**src/rtl/visuaudio_pkg.sv**
```systemverilog
// Shared types and helpers for the visuaudio capture path.
// Sample type, reader states and saturating magnitude.
package visuaudio_pkg;

  typedef logic signed [15:0] sample_t;

  typedef enum logic {
    R_IDLE,
    R_STREAM
  } rd_state_t;

  function automatic logic [15:0] abs_sat16(input sample_t s);
    logic [15:0] u;
    u = s;
    if (u == 16'h8000)
      return 16'h7FFF;
    return s[15] ? (~u + 16'd1) : u;
  endfunction

endpackage

```
**src/rtl/frame_bank.sv**
```systemverilog
// One frame of sample storage with write port,
// combinational read and running peak magnitude.
module frame_bank
  import visuaudio_pkg::*;
#(
  parameter int FRAME_LEN = 64,
  parameter int ADDR_W    = $clog2(FRAME_LEN)
) (
  input  logic              i_BCLK,
  input  logic              i_rst_n,
  input  logic              we,
  input  logic [ADDR_W-1:0] waddr,
  input  sample_t           wdata,
  input  logic [ADDR_W-1:0] raddr,
  output sample_t           rdata,
  output logic [15:0]       peak
);

  sample_t     mem [FRAME_LEN];
  logic [15:0] mag;

  assign mag   = abs_sat16(wdata);
  assign rdata = mem[raddr];

  always_ff @(posedge i_BCLK) begin
    if (we)
      mem[waddr] <= wdata;
  end

  // index 0 reloads so a new frame never inherits the old peak
  always_ff @(posedge i_BCLK or negedge i_rst_n) begin
    if (!i_rst_n)
      peak <= '0;
    else if (we && (waddr == '0 || mag > peak))
      peak <= mag;
  end

endmodule

```
**src/rtl/audio_frame_buffer.sv**
```systemverilog
// Ping-pong frame buffer between ADC capture and visualiser.
// Two banks, per-bank full flags, streaming reader FSM.
module audio_frame_buffer
  import visuaudio_pkg::*;
#(
  parameter int FRAME_LEN = 64,
  parameter int ADDR_W    = $clog2(FRAME_LEN)
) (
  input  logic        i_BCLK,
  input  logic        i_rst_n,
  input  sample_t     i_sample,
  input  logic        i_sample_valid,
  output logic        o_rd_valid,
  input  logic        i_rd_ready,
  output sample_t     o_rd_data,
  output logic        o_rd_last,
  output logic [15:0] o_rd_peak,
  output logic        o_overflow,
  output logic [15:0] o_drop_cnt
);

  localparam logic [ADDR_W-1:0] LAST = ADDR_W'(FRAME_LEN - 1);

  rd_state_t         state, state_n;
  logic [1:0]        full;
  logic              wr_bank, rd_bank;
  logic [ADDR_W-1:0] wr_ptr, rd_ptr;
  logic              wr_ok, wr_wrap, drop;
  logic              enter, rd_adv, rel;
  sample_t           bank_rdata [2];
  logic [15:0]       bank_peak  [2];

  assign wr_ok   = i_sample_valid && !full[wr_bank];
  assign wr_wrap = wr_ok && (wr_ptr == LAST);
  assign drop    = i_sample_valid && full[wr_bank];
  assign enter   = (state == R_IDLE) && full[rd_bank];
  assign rd_adv  = o_rd_valid && i_rd_ready;
  assign rel     = rd_adv && o_rd_last;

  for (genvar g = 0; g < 2; g++) begin : g_bank
    frame_bank #(
      .FRAME_LEN(FRAME_LEN),
      .ADDR_W   (ADDR_W)
    ) u_bank (
      .i_BCLK (i_BCLK),
      .i_rst_n(i_rst_n),
      .we     (wr_ok && (wr_bank == 1'(g))),
      .waddr  (wr_ptr),
      .wdata  (i_sample),
      .raddr  (rd_ptr),
      .rdata  (bank_rdata[g]),
      .peak   (bank_peak[g])
    );
  end

  always_ff @(posedge i_BCLK or negedge i_rst_n) begin
    if (!i_rst_n) begin
      state <= R_IDLE;
    end else begin
      state <= state_n;
    end
  end

  always_comb begin
    state_n    = state;
    o_rd_valid = 1'b0;
    o_rd_data  = '0;
    o_rd_last  = 1'b0;
    unique case (state)
      R_IDLE: begin
        if (full[rd_bank])
          state_n = R_STREAM;
      end
      R_STREAM: begin
        o_rd_valid = 1'b1;
        o_rd_data  = bank_rdata[rd_bank];
        o_rd_last  = (rd_ptr == LAST);
        if (i_rd_ready && o_rd_last)
          state_n = R_IDLE;
      end
    endcase
  end

  // writer and reader never own the same full bit at once
  always_ff @(posedge i_BCLK or negedge i_rst_n) begin
    if (!i_rst_n) begin
      full    <= '0;
      wr_bank <= 1'b0;
      wr_ptr  <= '0;
    end else begin
      if (wr_ok)
        wr_ptr <= wr_ptr + 1'b1;
      if (wr_wrap) begin
        full[wr_bank] <= 1'b1;
        wr_bank       <= ~wr_bank;
      end
      if (rel)
        full[rd_bank] <= 1'b0;
    end
  end

  always_ff @(posedge i_BCLK or negedge i_rst_n) begin
    if (!i_rst_n) begin
      rd_bank   <= 1'b0;
      rd_ptr    <= '0;
      o_rd_peak <= '0;
    end else if (enter) begin
      rd_ptr    <= '0;
      o_rd_peak <= bank_peak[rd_bank];
    end else if (rel) begin
      rd_bank <= ~rd_bank;
    end else if (rd_adv) begin
      rd_ptr <= rd_ptr + 1'b1;
    end
  end

  always_ff @(posedge i_BCLK or negedge i_rst_n) begin
    if (!i_rst_n) begin
      o_overflow <= 1'b0;
      o_drop_cnt <= '0;
    end else begin
      o_overflow <= drop;
      if (drop && o_drop_cnt != 16'hFFFF)
        o_drop_cnt <= o_drop_cnt + 16'd1;
    end
  end

endmodule

```
**config.mk**
```make
export PLATFORM = sky130hd
export DESIGN_NAME = audio_frame_buffer
export DESIGN_NICKNAME = d
export VERILOG_FILES = /design/src/rtl/visuaudio_pkg.sv /design/src/rtl/frame_bank.sv /design/src/rtl/audio_frame_buffer.sv
export SDC_FILE = /design/constraint.sdc
export NUM_CORES = 2
export LEC_CHECK = 0
export BUFFER_PORTS_ARGS = -buffer_cell sky130_fd_sc_hd__clkbuf_2
export CAP_MARGIN = 0
export CORE_UTILIZATION = 35
export DETAILED_ROUTE_END_ITERATION = 16
export SLEW_MARGIN = 30
export SYNTH_ARGS = -nofsm -noshare
export SYNTH_HDL_FRONTEND = slang
export SYNTH_SLANG_ARGS = --single-unit
```
**constraint.sdc**
```tcl
create_clock -name i_BCLK -period 6.9 [get_ports i_BCLK]
set_clock_uncertainty 0.1 [all_clocks]
set_input_delay 1.38 -clock i_BCLK [delete_from_list [all_inputs] [get_ports i_BCLK]]
set_output_delay 1.38 -clock i_BCLK [all_outputs]
set_load 0.02 [all_outputs]
```
Word-level counts from Yosys, hierarchy flattened
Memories as Yosys holds them, arrays and structs flattened.
Cells that the tools add are included.
{"block": "totals", "elab_cells": 92, "ff_bits": 82, "ram_bits": 2048, "mem_count": 2}
{"name": "g_bank[0].u_bank.mem", "depth": 64, "word_bits": 16, "read_ports": 1, "rd_clocked_by_memory_dff": 0, "write_ports": 1, "line": "frame_bank.sv:19", "rtl": "sample_t mem [FRAME_LEN];"}
{"name": "g_bank[1].u_bank.mem", "depth": 64, "word_bits": 16, "read_ports": 1, "rd_clocked_by_memory_dff": 0, "write_ports": 1, "line": "frame_bank.sv:19"}
{"block": "classes", "add_sub_neg": 4, "n_mux": 33, "eq_ne": 5, "n_reduce_logical": 21, "bitwise": 9, "magnitude_cmp": 7}
{"cell": "$mux W16", "count": 10}
{"cell": "$add A16 B1 Y16 const B", "count": 2}
{"cell": "$gt A16 B16 Y1", "count": 2}
{"cell": "$mux W6", "count": 3}
{"cell": "$eq A16 B16 Y1 const B", "count": 1}
{"cell": "$ne A16 B16 Y1 const B", "count": 1}
{"cell": "$not A16 Y16", "count": 1}
{"cell": "$mux W1", "count": 15}
{"cell": "$logic_and A1 B1 Y1", "count": 14}
{"cell": "$add A6 B1 Y6 const B", "count": 2}
{"cell": "$eq A6 B6 Y1 const B", "count": 2}
{"cell": "$logic_not A6 Y1", "count": 1}
{"cell": "$lt A1 B2 Y1 const B", "count": 2}
{"cell": "$mux W2", "count": 2}
{"cell": "$not A1 Y1", "count": 4}
{"cell": "$reduce_and A2 Y1", "count": 2}
{"cell": "$and A2 B2 Y2", "count": 1}
{"cell": "$demux W1 S1", "count": 2}
{"cell": "$ge A1 B1 Y1 const B", "count": 2}
{"cell": "$ge A2 B2 Y1 const B", "count": 1}
{"cell": "$logic_or A1 B1 Y1", "count": 2}
{"cell": "$ne A2 B2 Y1 const B", "count": 1}
{"cell": "$not A1 Y2", "count": 1}
{"cell": "$not A2 Y2", "count": 1}
{"cell": "4 further kinds", "count": 4}

Depth between registers and ports, before layout
{"block": "logic_depth", "word_depth": 8, "ltp_mapped": 15}

Cells and area by module
From an unflattened synthesis, not the netlist that was laid out.
{"block": "unflattened", "hier_cells": 4100, "area_unflattened_um2": 84095.7}
{"mod": "frame_bank (g_bank[1].u_bank)", "seq_area_each_um2": 31149.9, "cells_each": 1900, "area_per_inst_um2": 40735.3, "instances": 1}
{"mod": "frame_bank (g_bank[0].u_bank)", "seq_area_each_um2": 31149.9, "cells_each": 1933, "area_per_inst_um2": 40610.2, "instances": 1}
{"mod": "audio_frame_buffer", "seq_area_each_um2": 1251.2, "cells_each": 267, "area_per_inst_um2": 2750.1, "instances": 1}

Worst setup path after synthesis
No wires, ideal clock.
{"block": "synth_timing", "kind": "input -> register", "start": "input i_sample[5]", "end": "register g_bank[0].u_bank.peak[0]", "arrival_time_ns": 4.706, "path_buffers": 2, "path_stages": 13, "slack_ns": 1.969, "required_ns": 6.675, "setup_ns": 0.125, "cell_sequence": "nor4_1 > nand4b_1 > or2_2 > clkbuf_1 > o211ai_1 > ha_1 > nor2b_1 > o211ai_1 > a21boi_0 > or4_1 > a21oi_2 > buf_2 > mux2_2"}
{"item": "from (decl)", "line": "audio_frame_buffer.sv:11", "rtl": "input sample_t i_sample,"}
{"item": "$eq A16 B16 Y1", "line": "visuaudio_pkg.sv:15", "rtl": "if (u == 16'h8000)"}
{"item": "$mux W1", "line": "visuaudio_pkg.sv:15"}
{"item": "$mux W16", "line": "visuaudio_pkg.sv:17", "rtl": "return s[15] ? (~u + 16'd1) : u;"}
{"item": "via g_bank[0].u_bank.mag[1]", "line": "frame_bank.sv:20", "rtl": "logic [15:0] mag;"}
{"item": "$gt A16 B16 Y1", "line": "frame_bank.sv:34", "rtl": "else if (we && (waddr == '0 || mag > peak))"}
{"item": "$logic_or A1 B1 Y1", "line": "frame_bank.sv:34"}
{"item": "$logic_and A1 B1 Y1", "line": "frame_bank.sv:34"}
{"item": "to (signal assigned)", "line": "frame_bank.sv:35", "rtl": "peak <= mag;"}
{"item": "to (decl)", "line": "frame_bank.sv:16", "rtl": "output logic [15:0] peak"}
The timed path passes the listed nets, and every way through them passes these cells.
A chain may end at the register's enable or synchronous reset.

Worst setup path in the final report
{"block": "layout_timing", "start": "register rd_ptr[0]", "end": "output o_rd_data[5]"}
{"block": "layout_via", "elab_chain_len": 5}
{"item": "from (decl)", "line": "audio_frame_buffer.sv:27", "rtl": "logic [ADDR_W-1:0] wr_ptr, rd_ptr;"}
{"item": "from (signal assigned)", "line": "audio_frame_buffer.sv:113", "rtl": "rd_ptr <= rd_ptr + 1'b1;"}
{"item": "$mem_v2 Z64 W16"}
{"item": "$mux W16 (implied by the code) * (3 in a row)", "line": "audio_frame_buffer.sv:76", "rtl": "o_rd_data = bank_rdata[rd_bank];"}
{"item": "$mux W16 *", "line": "audio_frame_buffer.sv:69", "rtl": "unique case (state)"}
{"item": "to (decl)", "line": "audio_frame_buffer.sv:15", "rtl": "output sample_t o_rd_data,"}
Every way passes the cells marked *; elsewhere a longest branch is shown, timed or not. The select of a mux whose other input is x is not followed.

==> flow_summary_export.csv <==
group,metric,value,unit
clock_tree,post_cts_buffers,0,
worst_setup_path,cp_data_arrival_time,5.13,ns
drt,wl,220100,um
drt,vias_per_cell,5.446,
sta,rsz0062_at_grt,"no",
yosys,synth_top_cells_by_area,"edfxtp_1 (74%), mux4_2 (10%), mux2i_1 (3.7%)",
final_layout,nets,4572,
yosys,ys_async_sr_fraction,3.850,%
drt,wl_per_cell,28.05,um
placed_design,port_buffers,70,
run,cap_violations,0,
placed_design,hpwl,134200,um
clock_tree,holdBufCountCts,0,
sta,finalWorstSetupSlack,0.2864,ns
sta,finalHoldViolCount,0,
placed_design,place_ws,1.103,ns
yosys,synth.most_common_cell,"edfxtp_1",
floorplan,die-area,240000,um^2
global_route,grt_usage,18.30,%
floorplan,start_util,35.32,%
drt,drc_errors,0,
yosys,yosys.area.top_type,"edfxtp_1",
min_path,hp-class,"in2async",
yosys,yosys-top-cells-count,"edfxtp_1 (2048), mux4_2 (377), mux2i_1 (304)",
worst_setup_path,crit_path_top_delay_cell,"dfrtp_4",
floorplan,die_x,489.9,um
global_route,antenna_found_initial,6,
floorplan,rows,178,
worst_setup_path,critPathMostFrequentCell,"buf_12",
sta,setup_violations,0,
yosys,seq_area_frac_synth,76.29,%
sta,clock.fmax,151.2,MHz
yosys,synth_top_area_share,73.82,%
worst_setup_path,worstPathRequired,5.42,ns
sta,slew_headroom,32.13,%
global_route,grt.overflow.total,0,
sta,worst_pin_slew,1.017,ns
yosys,synth-main-ff-cell,"edfxtp_1",
global_route,grt_pass1_wl,315800,um
drt,drt_iter0_markers,5093,
global_route,grt_pass1_vias,42540,
sta,finalCriticalPeriod,6.614,ns
clock_tree,tritoncts,"yes",
sta,fin_crit_sh,95.85,%
drt,firstDrtPassIters,5,
clock_tree,clock_sinks,2130,
final_layout,syn_to_final_growth,14.74,%
run_status,status,"completed",
clock_tree,max-clock-path-buffers,3,
yosys,synth.distinct_cells,60,
worst_setup_path,worst_path_largest_cell_delay,0.74,ns
clock_tree,clkLatencyLatePin,0.85,ns
sta,fin_tns_setup,0,ns
clock_tree,cts_max_level,4,
floorplan,coreArea,235900,um^2
clock_tree,path_clk_slew,0.07,ns
yosys,synth_edf_count,2048,
yosys,netlist_instances,4225,
drt,drtAntennaViolNets,0,
global_route,grt_max_degree,81,
clock_tree,cts_resized,0,
yosys,syn_area,83300,um^2
final_layout,final_layout_size_suffix_gt1_share,22.63,%
worst_setup_path,cp_max_fo,32,
yosys,synth.yosys.warnings,0,
clock_tree,cts_buffers,214,
sta,drv_slew,0,
pwr,p_leak,30.93,nW
placed_design,gp_congestion,0.8272,
floorplan,pin_count,71,
worst_setup_path,critPathKind,"reg2out",
worst_setup_path,crit_path_start_kind,"flip-flop",
worst_setup_path,worst_setup_path_end_kind,"output pin",
yosys,synth_area_per_cell,19.72,um^2
worst_setup_path,path_cells,"buf_12, buf_12, mux4_2, and3_1, a31oi_1, nand4_1, or3_1, o31a_1, clkbuf_2",
drt,dr_total_vias,42740,
clock_tree,cts_root_buffer,"clkbuf_16",
yosys,syn-num-nets,4282,
floorplan,die_h,489.9,um
pwr,cellPowerDensity,365.2,nW/um^2
pwr,irDropWorstVdd,0.2351,mV
yosys,ys_ff_latch,2130,
-- worst paths after layout --
kind,from,end,slack [ns],cells past startpoint
max in group asynchronous,i_rst_n,rd_ptr[0],5.12,2
min,i_rst_n,o_drop_cnt[2],0.32,1
min in group i_BCLK,o_drop_cnt[15],o_drop_cnt[15],0.40,1
max,rd_ptr[0],o_rd_data[5],0.29,9
min reg2reg,o_drop_cnt[15],o_drop_cnt[15],0.40,1
max reg2reg,wr_bank,g_bank[1].u_bank.mem[20][12],3.51,5
-- placed cells by master, fill, tap and decap left out, drive strengths merged, types with 34 or more instances in the layout --
cell / instances
clkinv: 93
ha: 37
mux2i: 304
a21oi: 70
nand2: 89
edfxtp: 2048
nand3: 219
mux4: 377
dfrtp: 82
nor2: 176
and3: 44
nand4: 64
buf: 261
inv: 54
a22oi: 148
mux2: 34
clkbuf: 328
-- layer usage --
metal	vias up	track usage, %	share of wire [%]
met1	22770	25.77	42
li1	17990	-	-
met5	-	0	0.0059
met4	2	5.253	2.7
met3	324	3.394	7.6
met2	1652	28.92	47
-- kinds of logic after synthesis --
| group | after synthesis | synth area share (%) |
|---|---|---|
| flip-flops | 2130 | 76.29 |
| buffers and inverters | 285 | 1.535 |
| AO/OA/AOI/OAI | 348 | 2.983 |
| multiplexers | 715 | 14.30 |
| AND/OR/NAND/NOR | 678 | 3.998 |
| adder cells (fa/ha/maj) | 37 | 0.5557 |
| XOR/XNOR | 32 | 0.3364 |
-- critical path: cells and delay by family, from the launching register on --
kind                   cells  cell delay (ns)
AO/OA/AOI/OAI              2             0.91
buffers and inverters      3             0.82
flip-flops                 1             0.74
multiplexers               1             0.53
AND/OR/NAND/NOR            3             1.22
-- flip-flops by register name, indices dropped and copies added, names as in the netlist --
signal	flops
full	2
wr_ptr	6
o_rd_peak	16
g_bank.u_bank.peak	32
o_overflow	1
o_drop_cnt	16
g_bank.u_bank.mem	2048
state	1
wr_bank	1
rd_ptr	6
rd_bank	1
-- power breakdown --
group	switching, mW	internal, mW
combinational	5.15	3.55
sequential	0.405	14.6
clock	4.95	6.27
-- metrics by stage --
stage	hold WS (ns)	instances	area (um^2)	utilization (%)	power [mW]
2_1_floorplan	0.4014	4225	83300	-	20.88
3_3_place_gp	0.3978	7444	88670	37.59	23.95
3_5_place_dp	0.3937	7445	88700	37.61	24.02
4_1_cts	0.2730	7839	95480	40.48	35.17
5_1_grt	0.2996	7844	95570	40.52	36.12
6_report	0.3178	7848	95580	40.53	34.91
-- cell type report --
class                           instances  area, um^2
Antenna cell                            5       12.51
Clock buffer                          275        5665
Clock inverter                        119        1112
Fill cell                           20620      140300
Inverter                               45       168.9
Multi-Input combinational cell       1810       18650
Sequential cell                      2130       63560
Tap cell                             3150        3941
Timing Repair Buffer                  314        2470
Note: power is estimated with default switching activity, not from simulation.
